### config.mk
export PLATFORM = sky130hd
export DESIGN_NAME = axi_out_watchdog
export DESIGN_NICKNAME = d
export VERILOG_FILES = /design/src/rtl/axi_wdg_pkg.sv /design/src/rtl/secure_subsystem_synth_pkg.sv /design/src/rtl/axi_wdg_chan_tracker.sv /design/src/rtl/axi_out_watchdog.sv
export SDC_FILE = /design/constraint.sdc
export NUM_CORES = 1
export LEC_CHECK = 0
export ABC_AREA = 0
export BUFFER_PORTS_ARGS = -buffer_cell sky130_fd_sc_hd__buf_2
export CAP_MARGIN = 20
export CELL_PAD_IN_SITES_DETAIL_PLACEMENT = 0
export CELL_PAD_IN_SITES_GLOBAL_PLACEMENT = 1
export CORE_ASPECT_RATIO = 1.5
export CORE_MARGIN = 5
export CORE_UTILIZATION = 46
export DETAILED_ROUTE_END_ITERATION = 7
export PLACE_DENSITY = 0.91
export RECOVER_POWER = 25
export SETUP_SLACK_MARGIN = 0.1
export SLEW_MARGIN = 25
export SYNTH_ARGS = -nofsm -noshare
export SYNTH_HDL_FRONTEND = slang
export SYNTH_SLANG_ARGS = --single-unit
### constraint.sdc
create_clock -name clk_i -period 4.5 [get_ports clk_i]
set_input_delay 0.225 -clock clk_i [delete_from_list [all_inputs] [get_ports clk_i]]
set_output_delay 0.225 -clock clk_i [all_outputs]
set_load 0.03 [all_outputs]
### src/rtl/axi_wdg_pkg.sv
// Shared types and defaults for the outbound AXI watchdog.
// wdg_state_e     : isolation FSM state encoding.
// DefaultCntWidth : default width of the stall timers and the timeout threshold.
package axi_wdg_pkg;

    localparam int DefaultCntWidth = 16;

    typedef enum logic [1:0] {
        MONITOR   = 2'd0,
        ISOLATING = 2'd1,
        ISOLATED  = 2'd2,
        RELEASE   = 2'd3
    } wdg_state_e;

endpackage

### src/rtl/secure_subsystem_synth_pkg.sv
// Synthesis-wide constants shared by the secure subsystem blocks.
// AxiMaxOutTrans : maximum outstanding AXI transactions per direction on the
//                  outbound master port.
package secure_subsystem_synth_pkg;

    localparam int AxiMaxOutTrans = 8;

endpackage

### src/rtl/axi_wdg_chan_tracker.sv
// Per-direction tracker: counts outstanding transactions and times stalls.
// Ports:
//   clk_i, rst_i   : clock, synchronous active-high reset
//   inc_i, dec_i   : request accepted / response completed this cycle
//   progress_i     : any data or response beat moved this cycle
//   enable_i       : stall timer may run (watchdog enabled and monitoring)
//   flush_i        : zero the counter and the timer this cycle
//   threshold_i    : stall threshold in cycles, 0 disables the timeout strobe
//   count_o        : outstanding transaction count
//   overflow_o     : strobe, increment attempted at full count
//   underflow_o    : strobe, decrement attempted at zero
//   timeout_o      : strobe, stall timer has reached the threshold
module axi_wdg_chan_tracker #(
    parameter int MaxCount = 8,
    parameter int CntWidth = 16,
    parameter int OutWidth = $clog2(MaxCount + 1)
) (
    input  logic                clk_i,
    input  logic                rst_i,
    input  logic                inc_i,
    input  logic                dec_i,
    input  logic                progress_i,
    input  logic                enable_i,
    input  logic                flush_i,
    input  logic [CntWidth-1:0] threshold_i,
    output logic [OutWidth-1:0] count_o,
    output logic                overflow_o,
    output logic                underflow_o,
    output logic                timeout_o
);

    localparam logic [OutWidth-1:0] CountMax = OutWidth'(MaxCount);
    localparam logic [CntWidth-1:0] TimerMax = '1;

    logic [OutWidth-1:0] count_q, count_d;
    logic [CntWidth-1:0] timer_q, timer_d;

    // Outstanding counter. A simultaneous increment and decrement cancel out,
    // so the saturation checks only apply to a lone increment or decrement.
    always_comb begin
        count_d     = count_q;
        overflow_o  = 1'b0;
        underflow_o = 1'b0;
        if (flush_i) begin
            count_d = '0;
        end else if (inc_i && !dec_i) begin
            if (count_q == CountMax) begin
                overflow_o = 1'b1;
            end else begin
                count_d = count_q + OutWidth'(1);
            end
        end else if (dec_i && !inc_i) begin
            if (count_q == '0) begin
                underflow_o = 1'b1;
            end else begin
                count_d = count_q - OutWidth'(1);
            end
        end
    end

    // Stall timer: runs only while something is outstanding and nothing moves;
    // any beat or an empty counter drops it back to zero. Saturates at all-ones.
    always_comb begin
        timer_d = '0;
        if (!flush_i && enable_i && (count_q != '0) && !progress_i) begin
            timer_d = (timer_q == TimerMax) ? timer_q : timer_q + CntWidth'(1);
        end
    end

    // State registers.
    always_ff @(posedge clk_i) begin
        if (rst_i) begin
            count_q <= '0;
            timer_q <= '0;
        end else begin
            count_q <= count_d;
            timer_q <= timer_d;
        end
    end

    assign timeout_o = enable_i && (threshold_i != '0) && (timer_q == threshold_i);
    assign count_o   = count_q;

endmodule

### src/rtl/axi_out_watchdog.sv
// Outbound AXI watchdog: passive monitor that counts outstanding reads and
// writes, detects stalled traffic and requests isolation of the master port
// until software clears the error.
// Ports:
//   clk_i, rst_i          : clock, synchronous active-high reset
//   enable_i              : monitoring enable
//   timeout_i             : stall threshold in cycles, 0 disables timeout
//   clear_i               : clears sticky errors, releases isolation
//   aw/w/b/ar/r handshake : observed AXI valid/ready (and r_last_i)
//   isolated_i            : isolation status from the isolation stage
//   isolate_req_o         : isolation request
//   timeout_o, proto_err_o: sticky error flags
//   irq_o                 : one-cycle pulse when a sticky flag first sets
//   wr/rd_outstanding_o   : outstanding transaction counts
module axi_out_watchdog
    import axi_wdg_pkg::*;
#(
    parameter int MaxOutstanding = secure_subsystem_synth_pkg::AxiMaxOutTrans,
    parameter int CntWidth       = DefaultCntWidth,
    parameter int OutWidth       = $clog2(MaxOutstanding + 1)
) (
    input  logic                clk_i,
    input  logic                rst_i,
    input  logic                enable_i,
    input  logic [CntWidth-1:0] timeout_i,
    input  logic                clear_i,
    input  logic                aw_valid_i,
    input  logic                aw_ready_i,
    input  logic                w_valid_i,
    input  logic                w_ready_i,
    input  logic                b_valid_i,
    input  logic                b_ready_i,
    input  logic                ar_valid_i,
    input  logic                ar_ready_i,
    input  logic                r_valid_i,
    input  logic                r_ready_i,
    input  logic                r_last_i,
    input  logic                isolated_i,
    output logic                isolate_req_o,
    output logic                timeout_o,
    output logic                proto_err_o,
    output logic                irq_o,
    output logic [OutWidth-1:0] wr_outstanding_o,
    output logic [OutWidth-1:0] rd_outstanding_o
);

    wdg_state_e state_q, state_d;

    logic awHs, wHs, bHs, arHs, rHs;
    logic trackEnable, flushCounters, clearAllowed;
    logic wrOverflow, wrUnderflow, wrTimeout;
    logic rdOverflow, rdUnderflow, rdTimeout;
    logic stallTimeout, protoEvent;
    logic timeoutFlag_q, timeoutFlag_d;
    logic protoFlag_q, protoFlag_d;
    logic timeoutDly_q, protoDly_q, irq_q;

    assign awHs = aw_valid_i & aw_ready_i;
    assign wHs  = w_valid_i & w_ready_i;
    assign bHs  = b_valid_i & b_ready_i;
    assign arHs = ar_valid_i & ar_ready_i;
    assign rHs  = r_valid_i & r_ready_i;

    // Timers only run while monitoring; the software clear in ISOLATED
    // restarts bookkeeping from an empty bus.
    assign trackEnable   = enable_i && (state_q == MONITOR);
    assign flushCounters = clear_i && (state_q == ISOLATED);
    assign clearAllowed  = clear_i && (state_q != ISOLATING);

    axi_wdg_chan_tracker #(
        .MaxCount (MaxOutstanding),
        .CntWidth (CntWidth),
        .OutWidth (OutWidth)
    ) u_wr_tracker (
        .clk_i       (clk_i),
        .rst_i       (rst_i),
        .inc_i       (awHs),
        .dec_i       (bHs),
        .progress_i  (wHs | bHs),
        .enable_i    (trackEnable),
        .flush_i     (flushCounters),
        .threshold_i (timeout_i),
        .count_o     (wr_outstanding_o),
        .overflow_o  (wrOverflow),
        .underflow_o (wrUnderflow),
        .timeout_o   (wrTimeout)
    );

    axi_wdg_chan_tracker #(
        .MaxCount (MaxOutstanding),
        .CntWidth (CntWidth),
        .OutWidth (OutWidth)
    ) u_rd_tracker (
        .clk_i       (clk_i),
        .rst_i       (rst_i),
        .inc_i       (arHs),
        .dec_i       (rHs & r_last_i),
        .progress_i  (rHs),
        .enable_i    (trackEnable),
        .flush_i     (flushCounters),
        .threshold_i (timeout_i),
        .count_o     (rd_outstanding_o),
        .overflow_o  (rdOverflow),
        .underflow_o (rdUnderflow),
        .timeout_o   (rdTimeout)
    );

    assign stallTimeout = (wrTimeout | rdTimeout) && (state_q == MONITOR);
    assign protoEvent   = wrOverflow | wrUnderflow | rdOverflow | rdUnderflow;

    // Isolation FSM next state. The request is held through ISOLATING and
    // ISOLATED and dropped in RELEASE while the isolation stage lets go.
    always_comb begin
        state_d       = state_q;
        isolate_req_o = 1'b0;
        case (state_q)
            MONITOR: begin
                if (stallTimeout) state_d = ISOLATING;
            end
            ISOLATING: begin
                isolate_req_o = 1'b1;
                if (isolated_i) state_d = ISOLATED;
            end
            ISOLATED: begin
                isolate_req_o = 1'b1;
                if (clear_i) state_d = RELEASE;
            end
            RELEASE: begin
                if (!isolated_i) state_d = MONITOR;
            end
            default: state_d = MONITOR;
        endcase
    end

    // Sticky flags. A new error in the same cycle as a clear wins, so an
    // error is never silently lost.
    always_comb begin
        timeoutFlag_d = timeoutFlag_q;
        protoFlag_d   = protoFlag_q;
        if (clearAllowed) begin
            timeoutFlag_d = 1'b0;
            protoFlag_d   = 1'b0;
        end
        if (stallTimeout) timeoutFlag_d = 1'b1;
        if (protoEvent)   protoFlag_d   = 1'b1;
    end

    // State, flags and the irq edge detector, which fires the cycle after a
    // flag goes from clear to set.
    always_ff @(posedge clk_i) begin
        if (rst_i) begin
            state_q       <= MONITOR;
            timeoutFlag_q <= 1'b0;
            protoFlag_q   <= 1'b0;
            timeoutDly_q  <= 1'b0;
            protoDly_q    <= 1'b0;
            irq_q         <= 1'b0;
        end else begin
            state_q       <= state_d;
            timeoutFlag_q <= timeoutFlag_d;
            protoFlag_q   <= protoFlag_d;
            timeoutDly_q  <= timeoutFlag_q;
            protoDly_q    <= protoFlag_q;
            irq_q         <= (timeoutFlag_q & ~timeoutDly_q) | (protoFlag_q & ~protoDly_q);
        end
    end

    assign timeout_o   = timeoutFlag_q;
    assign proto_err_o = protoFlag_q;
    assign irq_o       = irq_q;

endmodule

==> results of run 1 <==
-- kinds of logic (layout without fill, tap and decap cells) --
group / count (synthesis) / count (layout) / share of synthesized area, %
adder cells (fa/ha/maj): 12 / 12 / 5.92
AND/OR/NAND/NOR: 135 / 135 / 26.3
AO/OA/AOI/OAI: 39 / 39 / 9.73
multiplexers: 8 / 8 / 2.87
flip-flops: 47 / 47 / 33.7
XOR/XNOR: 57 / 57 / 17.9
buffers and inverters: 21 / 63 / 3.54
-- through the flow --
step	power (mW)	hold slack [ns]	setup slack (ns)	cell area, um2	instances
after global placement	0.691	0.401	2.30	3040	425
after floorplan	0.628	0.294	2.65	2790	319
after CTS	1.07	0.140	2.22	3170	433
after global routing	1.11	0.159	1.98	3160	433
final	1.04	0.153	2.22	3160	433
after detailed placement	0.696	0.418	2.23	3040	425
-- metal layers --
layer	up-vias	global-route usage, %	part of all wire [%]
met1	1094	18.8	40
met2	62	30.3	51
met3	19	3.52	5.7
met5	-	0	0
met4	0	7.64	3.6
li1	1205	-	-
-- power groups by stage --
stage	combinational (mW)	clock, mW	sequential [mW]
finish	0.221	0.363	0.461
global route	0.248	0.395	0.465
CTS	0.228	0.378	0.460
detailed placement	0.226	0	0.470
global placement	0.223	0	0.469
floorplan	0.133	0	0.495
-- layout make-up --
type | count | area [um2]
repair buffers | 43 | 201
multi-input cells | 251 | 1750
well taps | 72 | 90.1
clock buffers | 6 | 72.6
fillers | 597 | 2710
inverters | 12 | 45.0
clock inverters | 2 | 60.1
flip-flops and latches | 47 | 941
-- worst max-delay path: cells and delay by family (launching register included) --
family          cells  cell delay (ns)
flops               1             0.39
fa+ha+maj           1             0.22
buf+inv             1             0.08
simple gates        2             0.73
compound gates      3             0.77
-- layout by cell type (no fill, tap or decap), drive strengths merged, types with 2 or more instances in the layout --
cell type / n
and4: 4
nand4: 13
dfxtp: 47
clkbuf: 17
fa: 2
o22ai: 2
ha: 10
nand2b: 5
and4b: 2
and2: 2
nor2b: 4
or3: 3
a31oi: 6
and3: 13
o21ai: 3
a21o: 3
mux2i: 8
a211oi: 3
a311oi: 2
inv: 12
nor3b: 2
nand2: 16
nor2: 41
o2bb2ai: 2
xor2: 43
a21oi: 12
nand3: 10
buf: 32
nor3: 5
xnor2: 14
nor4: 14
bufinv: 2
-- state kept, by name (all words and copies together) (netlist names) --
| name | cells |
|---|---|
| protoDly_q | 1 |
| timeout_o | 1 |
| timeoutDly_q | 1 |
| state_q | 2 |
| u_wr_tracker.count_o | 4 |
| proto_err_o | 1 |
| u_rd_tracker.count_o | 4 |
| u_rd_tracker.timer_q | 16 |
| irq_o | 1 |
| u_wr_tracker.timer_q | 16 |
-- worst max-delay path by stage --
stage                                  startpoint                               endpoint  depth (start not counted)
after floorplan                        ar_valid_i   u_rd_tracker.count_o[3]$_SDFFE_PP0P_                          9
after global placement    state_q[0]$_SDFFE_PP0P_  u_wr_tracker.timer_q[10]$_SDFFE_PP0P_                          7
after detailed placement  state_q[0]$_SDFFE_PP0P_  u_wr_tracker.timer_q[10]$_SDFFE_PP0P_                          7
after CTS                 state_q[0]$_SDFFE_PP0P_  u_wr_tracker.timer_q[10]$_SDFFE_PP0P_                          7
after global routing      state_q[0]$_SDFFE_PP0P_  u_wr_tracker.timer_q[10]$_SDFFE_PP0P_                          7
final                     state_q[0]$_SDFFE_PP0P_  u_wr_tracker.timer_q[10]$_SDFFE_PP0P_                          7
==> results.md, run 1 <==
* Status: finished clean
* Clock Path Buffers at 2
* Clock-pin slew on the worst setup and hold paths at 0.09 ns
* Worst Tran Pin Value at 0.685 ns
* Clock power frac at 34.8%
* Reg power frac at 44.1%
* NetSw at 299 uW
* Setup TNS at 0 ns
* Worst setup EP type: flop
* Layout cell share with drive strength beyond 1 at 13.9%
* Final Skew at 0.00953 ns
* First-pass GRT wire length at 10700 um
* Arrival @ worst endpoint at 2.50 ns
* N_diodes at 0
* Site row count at 34
* Worst r2r src: state_q[0]$_SDFFE_PP0P_
* Fin nets at 404
* Top-count cell post-synth: dfxtp_1
* Number of flops mapped to enable cells by yosys at 0
* Post-CTS sizing at 0
* Synth area leader: dfxtp_1
* Worst slew margin at 54.2%
* GRT overflow at 0
* Syn Area/Cell at 8.75 um2
* Hold Path End: timeout_o$_SDFFE_PP0P_
* Final Max Tran Viols at 0
* Hold depth at 2
* Max Cap Viol at 0
* RSZ-0062 raised after global routing: no
* Clock Root Buffer: clkbuf_8
* Hold WC Path Type: in -> reg
* Final period util at 50.6%
* PwrDens at 330 nW/um2
* Switching portion of total power at 28.6%
* Crit-path max FO at 16
* Core area at 5870 um2
* Core Util, Final at 53.8%
* Reg2Reg Setup Slack at 2.22 ns
* DRC errors left at 0
* Placer Congestion at 0.926
* Worst r2r dst: u_wr_tracker.timer_q[10]$_SDFFE_PP0P_
* Sequential share of the synthesized area at 33.7%
* P_int at 746 uW
* Worst-Skew Late Latency at 0.30 ns
* Top post-synthesis cells by area: dfxtp_1, xor2_1, nor2_1
* Hold Violations, Final at 0
* Setup Fix Bufs, Post-CTS at 0
* Number of buffers created by CTS at 5
* Max VDD drop at 156 uV
* Die Wd at 73.6 um
* Detailed Place HPWL at 5050 um
* Syn-to-layout area delta at 13.3%
* Slowest stage cell on the critical path: nand4_1
* Top cell type's share of synthesized area at 33.7%
* Largest net degree at the start of global routing at 17
* Initial DRC Count at 58
* Drt first pass iters at 4
* IO buf count at 43
* Synth Flop Type: dfxtp_1
* Req. time, crit path at 4.73 ns
* Vias in the first global route at 2397
* Min-delay src: rst_i
* FMAX at 439 MHz
* Vias per inst at 5.50
* Setup crit start kind: flop
* CTS tree: yes
* GRT Util Overall at 17.1%
* WL/cell at 14.5 um
* DRT Wirelength at 6290 um
* Synthesized area at 2790 um2
* CTS Hold Buffers Added at 0
* Post-Syn Nets at 363
* Initial Util at 47.5%
* Vias after detailed routing at 2380
* Ys async rst share at 0%
* Worst reg-to-reg path cell count at 7
* Min cycle time layout at 2.28 ns
* Critical-path cell list: inv_1, ha_1, a21o_1, nor2_1, nand4_1, o21bai_1, a31oi_1
* CP max stage delay at 0.56 ns
* Clock Sinks at 47
* Initial antenna violation count at 0
* Share of total power in combinational logic at 21.1%
* Die span in y at 105 um
* Ys Warns at 0
* Critical path type: reg -> reg
* Most instantiated cells after synthesis: dfxtp_1, xor2_1, nor2_1
* Unique masters post-synth at 45
* Final setup violation count at 0
* CTS H-tree lvls at 2
* Synthesized flop and latch total at 47
* Synth Instances at 319
* Lkg Pwr at 1.35 nW
* Ports at 44
* Post-route ant nets at 0
* Die Area at 7760 um2
Power figures use the tool's default switching activity.
==> inputs of run 2 (changes only) <==
--- a/config.mk
+++ b/config.mk
@@ -12,9 +12,9 @@
 export CELL_PAD_IN_SITES_GLOBAL_PLACEMENT = 1
 export CORE_ASPECT_RATIO = 1.5
 export CORE_MARGIN = 5
-export CORE_UTILIZATION = 46
+export CORE_UTILIZATION = 43
 export DETAILED_ROUTE_END_ITERATION = 7
-export PLACE_DENSITY = 0.91
+export PLACE_DENSITY = 0.86
 export RECOVER_POWER = 25
 export SETUP_SLACK_MARGIN = 0.1
 export SLEW_MARGIN = 25
==> constraint.sdc (replaced) <==
create_clock -name clk_i -period 2.4 [get_ports clk_i]
set_input_delay 0.12 -clock clk_i [delete_from_list [all_inputs] [get_ports clk_i]]
set_output_delay 0.12 -clock clk_i [all_outputs]
set_load 0.03 [all_outputs]
==> run 2 against run 1 <==
Effect of this change: count of clock-buffer cells in the layout is 1 lower; cell count up 1.8%; global-route usage shrank 1.2 points; sequential share of layout area fell by 0.16 points; highest routed layer unchanged; largest power group unchanged; worst hold slack worse by 0.10 ns; worst setup slack worse by 1.8 ns; maximum frequency rose by 13%; critical path type unchanged; non-clock buffer count is 4 higher; first-iteration DRC count grew 5.2%; register-to-register slack got worse by 1.8 ns; clock power grew 64%; sequential power increased by 87%.
==> results.md, run 2 (synthesized netlist as in run 1, its figures left out) <==
* Placed inst area at 3080 um2 (was 3040 um2)
* Worst reg-to-reg path cell count at 7 (unchanged)
* Clock Root Buffer: clkbuf_8 (unchanged)
* Setup TNS at 0 ns (unchanged)
* Crit-path max FO at 12 (was 16)
* Core area at 6400 um2 (was 5870 um2)
* Critical-path cell list: inv_1, ha_1, a21o_1, nor2_1, nand4_1, buf_4, nor3_1 (was inv_1, ha_1, a21o_1, nor2_1, nand4_1, o21bai_1, a31oi_1)
* Syn-to-layout area delta at 13.9% (was 13.3%)
* Arrival @ worst endpoint at 2.24 ns (was 2.50 ns)
* Worst slew margin at 63.6% (was 54.2%)
* Share of total power in combinational logic at 22.2% (was 21.1%)
* Lkg Pwr at 1.36 nW (was 1.35 nW)
* Worst r2r dst: u_wr_tracker.timer_q[13]$_SDFFE_PP0P_ (was u_wr_tracker.timer_q[10]$_SDFFE_PP0P_)
* Clock power frac at 31.8% (was 34.8%)
* Switching portion of total power at 30.7% (was 28.6%)
* Max VDD drop at 276 uV (was 156 uV)
* P_int at 1.30 mW (was 746 uW)
* Final Skew at 0.0152 ns (was 0.00953 ns)
* Reg2Reg Setup Slack at 0.39 ns (was 2.22 ns)
* Commonest cells after routing, fill and taps aside: dfxtp_1, xor2_1, nor2_1, buf_2, nand2_1 (unchanged)
* Clock-pin slew on the worst setup and hold paths at 0.10 ns (was 0.09 ns)
* Final period util at 83.8% (was 50.6%)
* Clock Sinks at 47 (unchanged)
* Post-route ant nets at 0 (unchanged)
* GRT overflow at 0 (unchanged)
* Worst r2r src: state_q[0]$_SDFFE_PP0P_ (unchanged)
* Hold WC Path Type: in -> reg (unchanged)
* Die span in y at 109 um (was 105 um)
* PwrDens at 591 nW/um2 (was 330 nW/um2)
* GRT Util Overall at 15.8% (was 17.1%)
* CP bufs+invs at 2 (was 1)
* Layout cell share with drive strength beyond 1 at 15.1% (was 13.9%)
* Initial Util at 43.6% (was 47.5%)
* Reg power frac at 46.0% (was 44.1%)
* CTS H-tree lvls at 2 (unchanged)
* NetSw at 577 uW (was 299 uW)
* Max Cap Viol at 0 (unchanged)
* CTS Hold Buffers Added at 0 (unchanged)
* Hold WS at 0.0507 ns (was 0.153 ns)
* WL/cell at 14.1 um (was 14.5 um)
* Critical path type: reg -> reg (unchanged)
* Hold depth at 2 (unchanged)
* Req. time, crit path at 2.63 ns (was 4.73 ns)
* Vias in the first global route at 2398 (was 2397)
* Setup Fix Bufs, Post-CTS at 0 (unchanged)
* DRT Wirelength at 6200 um (was 6290 um)
* FMAX at 497 MHz (was 439 MHz)
* Cell Count, Final, Fillers Out at 441 (was 433)
* Detailed Place HPWL at 4880 um (was 5050 um)
* Initial antenna violation count at 0 (unchanged)
* Min cycle time layout at 2.01 ns (was 2.28 ns)
* Status: finished clean (unchanged)
* Placed Cells at 433 (was 425)
* Hold Violations, Final at 0 (unchanged)
* Site row count at 36 (was 34)
* Clock Path Buffers at 2 (unchanged)
* Worst setup EP type: flop (unchanged)
* Drt first pass iters at 4 (unchanged)
* Worst Tran Pin Value at 0.546 ns (was 0.685 ns)
* Slowest stage cell on the critical path: dfxtp_1 (was nand4_1)
* Vias after detailed routing at 2400 (was 2380)
* DRC errors left at 0 (unchanged)
* Die Area at 8230 um2 (was 7760 um2)
* CP max stage delay at 0.40 ns (was 0.56 ns)
* Die Wd at 75.8 um (was 73.6 um)
* Largest delay contributor family on the critical path: simple AND/OR/NAND/NOR gates (was compound AO/OA/AOI/OAI gates)
* First-pass GRT wire length at 10300 um (was 10700 um)
* Commonest non-fill, non-tap cell in the layout: dfxtp_1 (unchanged)
* IO buf count at 43 (unchanged)
* Post-route cell area at 3180 um2 (was 3160 um2)
* Setup crit start kind: flop (unchanged)
* Largest regs: u_rd_tracker.timer_q: 16 flops, u_wr_tracker.timer_q: 16 flops (unchanged)
* Min-delay src: rst_i (unchanged)
* Ports at 44 (unchanged)
* Post-layout worst setup margin at 0.389 ns (was 2.22 ns)
* Post-CTS sizing at 0 (unchanged)
* Largest net degree at the start of global routing at 17 (unchanged)
* Number of buffers created by CTS at 5 (unchanged)
* Vias per inst at 5.44 (was 5.50)
* RSZ-0062 raised after global routing: no (unchanged)
* Initial DRC Count at 61 (was 58)
* N_diodes at 0 (unchanged)
* CTS tree: yes (unchanged)
* Fin nets at 408 (was 404)
* Worst-Skew Late Latency at 0.30 ns (about the same)
* Core Util, Final at 49.7% (was 53.8%)
* Hold Path End: timeout_o$_SDFFE_PP0P_ (unchanged)
* Final setup violation count at 0 (unchanged)
* Dpl ws at 0.422 ns (was 2.23 ns)
* Final Max Tran Viols at 0 (unchanged)
* Tot Pwr at 1.88 mW (was 1.04 mW)
* Placer Congestion at 0.857 (was 0.926)
run 2: layer usage:
layer  part of all wire (%)  track usage, %  vias to the layer above
met5                      0               0                        -
li1                       -               -                     1210
met1                     41            18.1                     1126
met4                    1.3            6.00                        0
met3                    5.7            3.04                        7
met2                     52            28.1                       57
run 2: final cells by class:
| type | instances | area [um2] |
|---|---|---|
| Clock buffer | 5 | 68.8 |
| Clock inverter | 3 | 46.3 |
| Fill cell | 639 | 3220 |
| Inverter | 12 | 45.0 |
| Multi-Input combinational cell | 251 | 1750 |
| Sequential cell | 47 | 941 |
| Tap cell | 76 | 95.1 |
| Timing Repair Buffer | 47 | 231 |
run 2: power groups by stage:
stage	clock network (mW)	logic [mW]	registers (mW)
2_1_floorplan	0	0.250	0.928
3_3_place_gp	0	0.420	0.881
3_5_place_dp	0	0.424	0.883
4_1_cts	0.615	0.428	0.864
5_1_grt	0.649	0.461	0.873
6_report	0.597	0.416	0.864
run 2: how the worst max path moves through the flow:
stage	start	end	slack, ns	depth (start not counted)
floorplan	u_rd_tracker.count_o[1]$_SDFFE_PP0P_	u_rd_tracker.count_o[3]$_SDFFE_PP0P_	0.63	6
global placement	state_q[0]$_SDFFE_PP0P_	u_wr_tracker.timer_q[13]$_SDFFE_PP0P_	0.42	7
detailed placement	state_q[0]$_SDFFE_PP0P_	u_wr_tracker.timer_q[13]$_SDFFE_PP0P_	0.42	7
CTS	state_q[0]$_SDFFE_PP0P_	u_wr_tracker.timer_q[13]$_SDFFE_PP0P_	0.39	7
global route	state_q[0]$_SDFFE_PP0P_	u_wr_tracker.timer_q[13]$_SDFFE_PP0P_	0.20	7
finish	state_q[0]$_SDFFE_PP0P_	u_wr_tracker.timer_q[13]$_SDFFE_PP0P_	0.39	7
==> inputs of run 3 (changes only) <==
--- a/config.mk
+++ b/config.mk
@@ -12,9 +12,9 @@
 export CELL_PAD_IN_SITES_GLOBAL_PLACEMENT = 1
 export CORE_ASPECT_RATIO = 1.5
 export CORE_MARGIN = 5
-export CORE_UTILIZATION = 43
+export CORE_UTILIZATION = 38
 export DETAILED_ROUTE_END_ITERATION = 7
-export PLACE_DENSITY = 0.86
+export PLACE_DENSITY = 0.81
 export RECOVER_POWER = 25
 export SETUP_SLACK_MARGIN = 0.1
 export SLEW_MARGIN = 25
==> constraint.sdc (replaced) <==
create_clock -name clk_i -period 1.7 [get_ports clk_i]
set_input_delay 0.085 -clock clk_i [delete_from_list [all_inputs] [get_ports clk_i]]
set_output_delay 0.085 -clock clk_i [all_outputs]
set_load 0.03 [all_outputs]
==> run 3 against run 2 <==
Effect of this change: power rose by 45%; combinational power rose by 79%; count of clock-buffer cells in the layout rose by 3; global-route usage fell by 0.22 points; sequential share of layout area fell by 3.6 points; sequential power rose by 41%; non-clock buffer count rose by 36; sequential cell count did not move; critical path type unchanged; critical endpoint is now u_wr_tracker.timer_q[10]$_SDFFE_PP0P_; largest power group unchanged; highest routed layer unchanged.
==> results.md, run 3 (synthesized netlist as in run 1, its figures left out) <==
* Final Skew at 0.00379 ns (was 0.0152 ns)
* Tot Pwr at 2.72 mW (was 1.88 mW)
* Layout cell share with drive strength beyond 1 at 35.2% (was 15.1%)
* GRT overflow at 0 (unchanged)
* Status: finished clean (unchanged)
* Clock Sinks at 47 (unchanged)
* Min-delay src: enable_i (was rst_i)
* Final period util at 94.1% (was 83.8%)
* Post-route ant nets at 0 (unchanged)
* Vias after detailed routing at 2527 (was 2400)
* Final Max Tran Viols at 0 (unchanged)
* Setup crit start kind: flop (unchanged)
* Switching portion of total power at 31.7% (was 30.7%)
* NetSw at 864 uW (was 577 uW)
* Core area at 7180 um2 (was 6400 um2)
* Slowest stage cell on the critical path: dfxtp_2 (was dfxtp_1)
* CP max stage delay at 0.34 ns (was 0.40 ns)
* Worst setup EP type: flop (unchanged)
* Req. time, crit path at 1.94 ns (was 2.63 ns)
* Number of buffers created by CTS at 5 (unchanged)
* Reg power frac at 44.9% (was 46.0%)
* Largest net degree at the start of global routing at 17 (unchanged)
* Dpl ws at -0.0773 ns (was 0.422 ns)
* Initial antenna violation count at 0 (unchanged)
* Placer Congestion at 0.828 (was 0.857)
* Die Area at 9190 um2 (was 8230 um2)
* N_diodes at 0 (unchanged)
* Final setup violation count at 0 (unchanged)
* Clock Path Buffers at 2 (unchanged)
* Arrival @ worst endpoint at 1.84 ns (was 2.24 ns)
* PwrDens at 726 nW/um2 (was 591 nW/um2)
* Die Wd at 80.0 um (was 75.8 um)
* Vias per inst at 5.04 (was 5.44)
* Lkg Pwr at 1.57 nW (was 1.36 nW)
* Drt first pass iters at 6 (was 4)
* Post-layout worst setup margin at 0.0995 ns (was 0.389 ns)
* Commonest cells after routing, fill and taps aside: xor2_1, nor2_1, buf_4, buf_2, dfxtp_1 (was dfxtp_1, xor2_1, nor2_1, buf_2, nand2_1)
* Vias in the first global route at 2510 (was 2398)
* Fin nets at 444 (was 408)
* First-pass GRT wire length at 11300 um (was 10300 um)
* Cell Count, Final, Fillers Out at 501 (was 441)
* GRT Util Overall at 15.6% (was 15.8%)
* Share of total power in combinational logic at 27.4% (was 22.2%)
* Site row count at 38 (was 36)
* Initial DRC Count at 104 (was 61)
* Worst Setup SP: state_q[0]$_SDFFE_PP0P_ (unchanged)
* Worst slew margin at 75.3% (was 63.6%)
* Largest regs: u_rd_tracker.timer_q: 16 flops, u_wr_tracker.timer_q: 16 flops (unchanged)
* Die span in y at 115 um (was 109 um)
* Clock power frac at 27.7% (was 31.8%)
* FMAX at 625 MHz (was 497 MHz)
* DRC errors left at 0 (unchanged)
* Clock Root Buffer: clkbuf_8 (unchanged)
* Critical path type: reg -> reg (unchanged)
* P_int at 1.86 mW (was 1.30 mW)
* DRT Wirelength at 7080 um (was 6200 um)
* WL/cell at 14.1 um (about the same)
* Worst-Skew Late Latency at 0.31 ns (was 0.30 ns)
* Hold WC Path Type: in -> reg (unchanged)
* Hold Violations, Final at 0 (unchanged)
* IO buf count at 43 (unchanged)
* Worst Tran Pin Value at 0.366 ns (was 0.546 ns)
* Syn-to-layout area delta at 34.5% (was 13.9%)
* Worst r2r src: state_q[0]$_SDFFE_PP0P_ (unchanged)
* Crit-path max FO at 3 (was 12)
* Critical-path cell list: inv_1, ha_2, a21o_1, nor2_2, nand4_1, buf_4, o21bai_1, a31oi_1 (was inv_1, ha_1, a21o_1, nor2_1, nand4_1, buf_4, nor3_1)
* Clock-pin slew on the worst setup and hold paths at 0.09 ns (was 0.10 ns)
* Max Cap Viol at 0 (unchanged)
* Min cycle time layout at 1.60 ns (was 2.01 ns)
* RSZ-0062 raised after global routing: yes (was no)
* Initial Util at 38.9% (was 43.6%)
* Setup TNS at 0 ns (unchanged)
* Ports at 44 (unchanged)
* Max VDD drop at 406 uV (was 276 uV)
* Commonest non-fill, non-tap cell in the layout: xor2_1 (was dfxtp_1)
* Detailed Place HPWL at 5420 um (was 4880 um)
* Placed Cells at 481 (was 433)
* CTS tree: yes (unchanged)
* CTS H-tree lvls at 2 (unchanged)
==> run 3: cell type report <==
type                    count  area [um2]
inverters                  12        45.0
clock buffers               8         100
well taps                 100         125
flip-flops and latches     47         976
multi-input cells         251        1980
repair buffers             83         531
fillers                   667        3430
==> run 3: timing repair <==
action	CTS	global route
hold buffers	1	0
gates cloned	0	0
resized for setup	22	37
setup buffers	2	9
endpoints found under the setup margin	26	27
endpoints found under the hold margin	1	0
pin swaps	3	21
==> run 3: worst max-delay path, delay by kind of cell (launching register included) <==
| family | cells | cell delay [ns] |
|---|---|---|
| and+or+nand+nor | 2 | 0.32 |
| AOI/OAI and AO/OA | 3 | 0.44 |
| buffers and inverters | 2 | 0.23 |
| DFF | 1 | 0.34 |
| adders and majority gates | 1 | 0.19 |
==> run 3: worst paths after layout <==
check / endpoint / depth (start not counted) / slack, ns
worst max-delay path: u_wr_tracker.timer_q[10]$_SDFFE_PP0P_ / 8 / 0.1
worst min register to register: irq_o$_SDFF_PP0_ / 1 / 0.42
worst max register to register: u_wr_tracker.timer_q[10]$_SDFFE_PP0P_ / 8 / 0.1
worst min-delay path: timeout_o$_SDFFE_PP0P_ / 3 / 0.09
==> run 3: stage by stage <==
| stage | hold WS, ns | util [%] | instance area (um2) |
|---|---|---|---|
| finish | 0.0915 | 52.3 | 3750 |
| global route | 0.106 | 52.3 | 3750 |
| CTS | 0.0679 | 49.1 | 3520 |
| detailed placement | 0.328 | 46.4 | 3330 |
| global placement | 0.330 | 46.4 | 3330 |
| floorplan | 0.154 | - | 2830 |
==> run 3: per-layer routing <==
| layer | share of wire (%) | global-route usage, % |
|---|---|---|
| met1 | 40 | 16.5 |
| met2 | 55 | 29.4 |
| met3 | 2.5 | 2.90 |
| met4 | 2.9 | 6.76 |
| met5 | 0 | 0 |
==> run 3: power groups by stage <==
stage | logic [mW] | clock network [mW] | registers (mW)
finish | 0.745 | 0.755 | 1.22
global route | 0.829 | 0.822 | 1.24
detailed placement | 0.661 | 0 | 1.25
global placement | 0.649 | 0 | 1.25
CTS | 0.692 | 0.784 | 1.22
floorplan | 0.361 | 0 | 1.31
